==> config.mk <==
export PLATFORM = sky130hd
export DESIGN_NAME = mul_repadd_param_flat
export DESIGN_NICKNAME = d
export VERILOG_FILES = /design/src/rtl/mul_repadd_param_if.sv /design/src/rtl/mul_repadd_param.sv /design/src/flat_wrapper.sv
export SDC_FILE = /design/constraint.sdc
export NUM_CORES = 1
export LEC_CHECK = 0
export CAP_MARGIN = 20
export CORE_UTILIZATION = 35
export CTS_CLUSTER_SIZE = 25
export DETAILED_ROUTE_END_ITERATION = 8
export SYNTH_ARGS = -nofsm -noshare
export SYNTH_HDL_FRONTEND = slang
export SYNTH_SLANG_ARGS = --single-unit
==> constraint.sdc <==
create_clock -name clk -period 6.2 [get_ports clk]
set_clock_uncertainty 0.2 [all_clocks]
set_input_delay 1.86 -clock clk [delete_from_list [all_inputs] [get_ports clk]]
set_output_delay 1.86 -clock clk [all_outputs]
set_load 0.005 [all_outputs]
==> src/rtl/mul_repadd_param_if.sv <==
// Operand/handshake bundle between a requester and the repeated-addition multiplier.
// The requester drives start, signed_mode and data_in; the multiplier returns busy, done and product.
interface mul_repadd_param_if #(
  parameter int WIDTH = 16
);
  logic               start;
  logic               signed_mode;
  logic [WIDTH-1:0]   data_in;
  logic               busy;
  logic               done;
  logic [2*WIDTH-1:0] product;

  modport master (
    output start, signed_mode, data_in,
    input  busy, done, product
  );

  modport slave (
    input  start, signed_mode, data_in,
    output busy, done, product
  );
endinterface

==> src/rtl/mul_repadd_param.sv <==
// Sequential multiplier: loads A then B over one bus, adds the larger magnitude once per
// count of the smaller, then applies the sign. Full 2*WIDTH-bit product, unsigned or signed.
module mul_repadd_param #(
  parameter int WIDTH = 16
) (
  input  logic               clk,
  input  logic               rst_n,
  mul_repadd_param_if.slave  bus
);
  localparam int PW = 2 * WIDTH;

  typedef enum logic [2:0] {IDLE, LOAD_A, LOAD_B, PREP, ADD, DONE} state_t;

  state_t           state_q, state_d;
  logic [WIDTH-1:0] a_q, a_d, b_q, b_d, n_q, n_d;
  logic [PW-1:0]    m_q, m_d, p_q, p_d, product_q, product_d;
  logic             sm_q, sm_d, neg_q, neg_d;
  logic             busy_q, busy_d, done_q, done_d;
  logic [WIDTH-1:0] mag_a, mag_b;

  // Negating the most negative value wraps to itself, which read unsigned is 2^(WIDTH-1).
  assign mag_a = (sm_q && a_q[WIDTH-1]) ? -a_q : a_q;
  assign mag_b = (sm_q && b_q[WIDTH-1]) ? -b_q : b_q;

  always_comb begin
    state_d   = state_q;
    a_d       = a_q;
    b_d       = b_q;
    n_d       = n_q;
    m_d       = m_q;
    p_d       = p_q;
    product_d = product_q;
    sm_d      = sm_q;
    neg_d     = neg_q;
    case (state_q)
      IDLE: begin
        if (bus.start) begin
          sm_d    = bus.signed_mode;
          state_d = LOAD_A;
        end
      end
      LOAD_A: begin
        a_d     = bus.data_in;
        state_d = LOAD_B;
      end
      LOAD_B: begin
        b_d     = bus.data_in;
        state_d = PREP;
      end
      PREP: begin
        // Count down the smaller magnitude to keep the ADD phase short.
        if (mag_a >= mag_b) begin
          m_d = {{WIDTH{1'b0}}, mag_a};
          n_d = mag_b;
        end else begin
          m_d = {{WIDTH{1'b0}}, mag_b};
          n_d = mag_a;
        end
        neg_d     = sm_q & (a_q[WIDTH-1] ^ b_q[WIDTH-1]);
        p_d       = '0;
        product_d = '0;
        state_d   = ADD;
      end
      ADD: begin
        if (n_q == '0) begin
          product_d = neg_q ? -p_q : p_q;
          state_d   = DONE;
        end else begin
          p_d = p_q + m_q;
          n_d = n_q - WIDTH'(1);
        end
      end
      DONE: state_d = IDLE;
      default: state_d = IDLE;
    endcase
  end

  assign busy_d = (state_d == LOAD_A) || (state_d == LOAD_B) ||
                  (state_d == PREP)   || (state_d == ADD);
  assign done_d = (state_d == DONE);

  always_ff @(posedge clk) begin
    if (!rst_n) begin
      state_q   <= IDLE;
      a_q       <= '0;
      b_q       <= '0;
      n_q       <= '0;
      m_q       <= '0;
      p_q       <= '0;
      product_q <= '0;
      sm_q      <= 1'b0;
      neg_q     <= 1'b0;
      busy_q    <= 1'b0;
      done_q    <= 1'b0;
    end else begin
      state_q   <= state_d;
      a_q       <= a_d;
      b_q       <= b_d;
      n_q       <= n_d;
      m_q       <= m_d;
      p_q       <= p_d;
      product_q <= product_d;
      sm_q      <= sm_d;
      neg_q     <= neg_d;
      busy_q    <= busy_d;
      done_q    <= done_d;
    end
  end

  assign bus.busy    = busy_q;
  assign bus.done    = done_q;
  assign bus.product = product_q;
endmodule

==> src/flat_wrapper.sv <==
// flat-port wrapper written by rule: the top's interface ports become plain ports
module mul_repadd_param_flat 
#(
  parameter int WIDTH = 16
)
  (clk, rst_n, bus_start, bus_signed_mode, bus_data_in, bus_busy, bus_done, bus_product);
  mul_repadd_param_if #(.WIDTH(WIDTH)) bus_i ();
  input  logic clk;
  input  logic rst_n;
  input wire logic [$bits(bus_i.start)-1:0] bus_start;
  input wire logic [$bits(bus_i.signed_mode)-1:0] bus_signed_mode;
  input wire logic [$bits(bus_i.data_in)-1:0] bus_data_in;
  output wire logic [$bits(bus_i.busy)-1:0] bus_busy;
  output wire logic [$bits(bus_i.done)-1:0] bus_done;
  output wire logic [$bits(bus_i.product)-1:0] bus_product;
  assign bus_i.start = bus_start;
  assign bus_i.signed_mode = bus_signed_mode;
  assign bus_i.data_in = bus_data_in;
  assign bus_busy = bus_i.busy;
  assign bus_done = bus_i.done;
  assign bus_product = bus_i.product;
  mul_repadd_param #(.WIDTH(WIDTH)) u_core (.clk(clk), .rst_n(rst_n), .bus(bus_i));
endmodule
==> impl_summary.txt <==
----------------------------------------------------
[Outcome]
  Run status ... finished clean

[Placement]
  Final HPWL from detailed placement ... 16.17 mm
  Placed insts ... 1361
  Port Buffer Count ... 53
  Gpl congestion ... 0.8937

[Yosys]
  Synthesis-stage register bit count ... between 100 and 150
  Average size of a mapped cell ... 7.790 µm²
  Area share of the largest cell type after synthesis ... 0.3292
  Ys Warns ... 0
  Post-synthesis cell area ... 0.008210 mm²
  Post-Syn Nets ... 1111
  Dominant cells by area after synthesis ... dfxtp_1 33%, a21oi_1 7.3%, nand2_1 6.4%, ha_1 5.5%, o21ai_0 5.1%
  Area leader, netlist ... dfxtp_1
  Count of flip-flops with a built-in enable after synthesis ... 0
  Sequential cell area fraction in the yosys report ... 0.3292
  Fraction of registers with async set/reset ... 0
  Main flop type after synthesis ... dfxtp_1
  Post-synthesis cell type count ... between 60 and 70
  Number of standard cells after synthesis ... 1054

[Detailed routing]
  DRC ... 0
  Routed length per placed instance ... 15.92 µm
  Total Wirelength ... 22.20 mm
  Number of optimization iterations in the first detailed-route pass ... 5
  Residual antenna-violating net count after detailed routing ... 0
  Vias post-DR ... 7519
  Drt via density ... ~5.4
  DR iter-0 viols ... about 440

[Setup path]
  Data required time at the worst endpoint ... 6.28 ns
  Arrival time at the worst endpoint ... 4.40 ns
  Worst Setup End Kind ... register
  Largest fanout on the critical path ... 37
  Register-to-register setup slack ... 1.88 ns
  Crit path launch type ... register
  Worst Path Class, Setup ... reg -> reg

[Global routing]
  GRT Resource Usage Total ... 0.1936
  Antenna violations before repair ... 0
  Gr ovfl total ... 0
  Vias in the first global route ... 7322
  Wire length of the first global-routing pass ... 37.09 mm
  Largest net degree at the start of global routing ... 40

[Timing]
  Final hold violations ... 0
  Highest attainable clock frequency ... around 230 MHz
  Slew at the pin with the worst max-slew slack ... 1.063 ns
  Tightest slew margin relative to the limit ... 0.2906
  RSZ-0062 raised after global routing ... false
  Final cycle utilization of the critical path ... 0.6962
  Crit path time final ... about 4.3 ns
  Final slew viol count ... 0
  Finish-stage setup viols ... 0
  Post-route worst hold slack ... 0.2507 ns
  Final-layout setup total negative slack ... 0 ns

[Pwr]
  Leakage power total ... roughly 0.0036 µW
  Power density of the placed cells ... 239.1 mW/mm²
  VDD IR-drop max ... approximately 0.16 mV

[CTS]
  Post-CTS repair timing setup buffer count ... 0
  H-tree levels ... 4
  TritonCTS sink count ... 135
  Root cell of the clock tree ... clkbuf_16
  CTS buffer count ... 17
  Clk slew on worst S/H paths ... 0.06 ns
  TritonCTS clock tree ... yes
  CTS resizes ... 0
  Post-CTS Hold Fix Bufs ... 0
  Clock network latency to the later pin of the worst-skew pair ... 0.44 ns
  Max Root-Sink Buffers ... 2

[Finish]
  Fraction of final layout cells sized beyond drive strength 1 ... 0.07123
  Synth-to-Final Area Change ... 15.48%
  Final net count ... 1125
  Number of inserted diodes ... 0
  Finished Layout Cells ... 1394

[Floorplanning]
  Number of I/O pins ... 54
  Die Y ... 155.2 µm
  Die Width ... 155.2 µm
  Area of the die ... between 0.02 and 0.025 mm²
  Row Count ... 55
  Effective utilization at floorplan ... 0.3594
  CORE AREA ... ~0.023 mm²

[Worst hold path]
  Class of the tightest hold or removal check ... reg -> reg

[Flow run]
  Max-cap violation count ... 0

----------------------------------------------------
==> area by class of cell <==
type / instances / area (µm²)
fill: 2411 / 13370
multi-input combinational: 819 / 5132
sequential: 135 / 2703
timing repair buffer: 60 / 583.1
clock buffer: 19 / 442.9
tap: 313 / 391.6
inverter: 35 / 131.4
clock inverter: 13 / 97.59
==> placed cells by master, fill, tap and decap left out, types with 6 or more instances in the layout <==
master | netlist | layout
nand2_1 | 139 | 139
dfxtp_1 | 135 | 135
a21oi_1 | 119 | 119
o21ai_0 | 83 | 83
nor2_1 | 56 | 55
clkdlybuf4s50_1 | 0 | 53
nand3_1 | 50 | 50
xor2_1 | 40 | 40
xnor2_1 | 36 | 36
ha_1 | 36 | 36
inv_1 | 35 | 34
nor3_1 | 25 | 25
mux2_2 | 20 | 20
or4_1 | 18 | 18
o31ai_1 | 17 | 17
clkbuf_16 | 0 | 17
nand4_1 | 16 | 16
mux2i_1 | 15 | 15
or3_1 | 14 | 14
and3_1 | 13 | 13
o41ai_1 | 10 | 10
a31oi_1 | 10 | 9
nor4_1 | 8 | 8
a21o_1 | 8 | 8
a211oi_1 | 7 | 7
buf_4 | 4 | 7
and2_1 | 6 | 6
o21a_1 | 6 | 6
==> path summary, 6_finish.rpt <==
check,startpoint,to,cells past startpoint
max,u_core.b_q[0],u_core.m_q[0],15
min reg2reg,u_core.bus.product[2],u_core.bus.product[2],2
max reg2reg,u_core.b_q[0],u_core.m_q[0],15
min,u_core.bus.product[2],u_core.bus.product[2],2
==> per-stage QoR <==
| step | setup slack [ns] | instance area (µm²) | utilization | total power (µW) |
|---|---|---|---|---|
| 4_1_cts | 1.854 | 9474 | 0.4147 | 2281 |
| 6_report | 1.884 | 9482 | 0.4150 | 2267 |
| 3_5_place_dp | 1.599 | 8934 | 0.3910 | 1336 |
| 3_3_place_gp | 1.636 | 8934 | 0.3910 | 1329 |
| 5_1_grt | 1.422 | 9482 | 0.4150 | 2367 |
| 2_1_floorplan | 2.303 | 8210 | - | 1241 |
==> critical path, cell delays in order (launching register included) <==
cell and delay, ns:
dfxtp_1 0.38, inv_1 0.08, ha_1 0.18, nor4b_1 0.48, nand2_1 0.22, o41ai_1 0.36, xnor2_1 0.26, inv_1 0.08
ha_1 0.28, nand4_1 0.15, a211oi_1 0.07, a2111oi_0 0.57, o21ai_2 0.10, buf_4 0.28, mux2i_1 0.36, a21oi_1 0.11
==> layer usage <==
layer  wire, µm  vias up  global-route usage
met1      10540     3484              0.2463
met2      10170      154              0.3226
met3        817       45             0.03092
met4        674        0             0.08487
met5          0        -                   0
li1           -     3836                   -
==> where the power goes <==
| part | leakage [µW] | switching [µW] | internal (µW) |
|---|---|---|---|
| registers | 0.00109 | 30.1 | 889 |
| logic | 0.00222 | 236 | 163 |
| clock network | 0.000257 | 424 | 526 |
==> state kept, by name, summed over array words and instances, names as in the netlist, 3 cells and up <==
signal              flops
u_core.a_q             16
u_core.m_q             16
u_core.bus.product     32
u_core.state_q          3
u_core.n_q             16
u_core.b_q             16
u_core.p_q             32
==> logic make-up (layout without fill, tap and decap cells) <==
kind of cell	count (synthesis)	count (layout)	share of synthesized area
and+or+nand+nor	376	376	0.2260
AOI/OAI and AO/OA	295	295	0.2123
DFF	135	135	0.3292
buffers and inverters	100	127	0.04846
xor gates and xnor gates	76	76	0.08107
adders and majority gates	37	37	0.05730
muxes	35	35	0.04572
==> cells in the mapped netlist, drive strengths merged, types with 2 or more instances <==
cell type / number
o21a: 6
or4: 19
o31ai: 17
a21o: 8
a41oi: 2
or3b: 3
a2111oi: 2
and2: 6
ha: 36
nand3b: 5
buf: 12
o21ai: 85
dfxtp: 135
o22ai: 3
mux2i: 15
inv: 35
nor3b: 4
nor4: 9
o41ai: 10
a31o: 3
and3: 13
nand3: 50
nand2b: 4
xor2: 40
or3: 15
xnor2: 36
mux2: 20
a31oi: 10
clkbuf: 53
a21oi: 120
a22oi: 2
a211oi: 7
nand2: 139
nor4b: 3
or2: 4
nor2: 56
a311o: 3
nor3: 25
o211ai: 5
nand4: 16
Power figures use the tool's default switching activity.
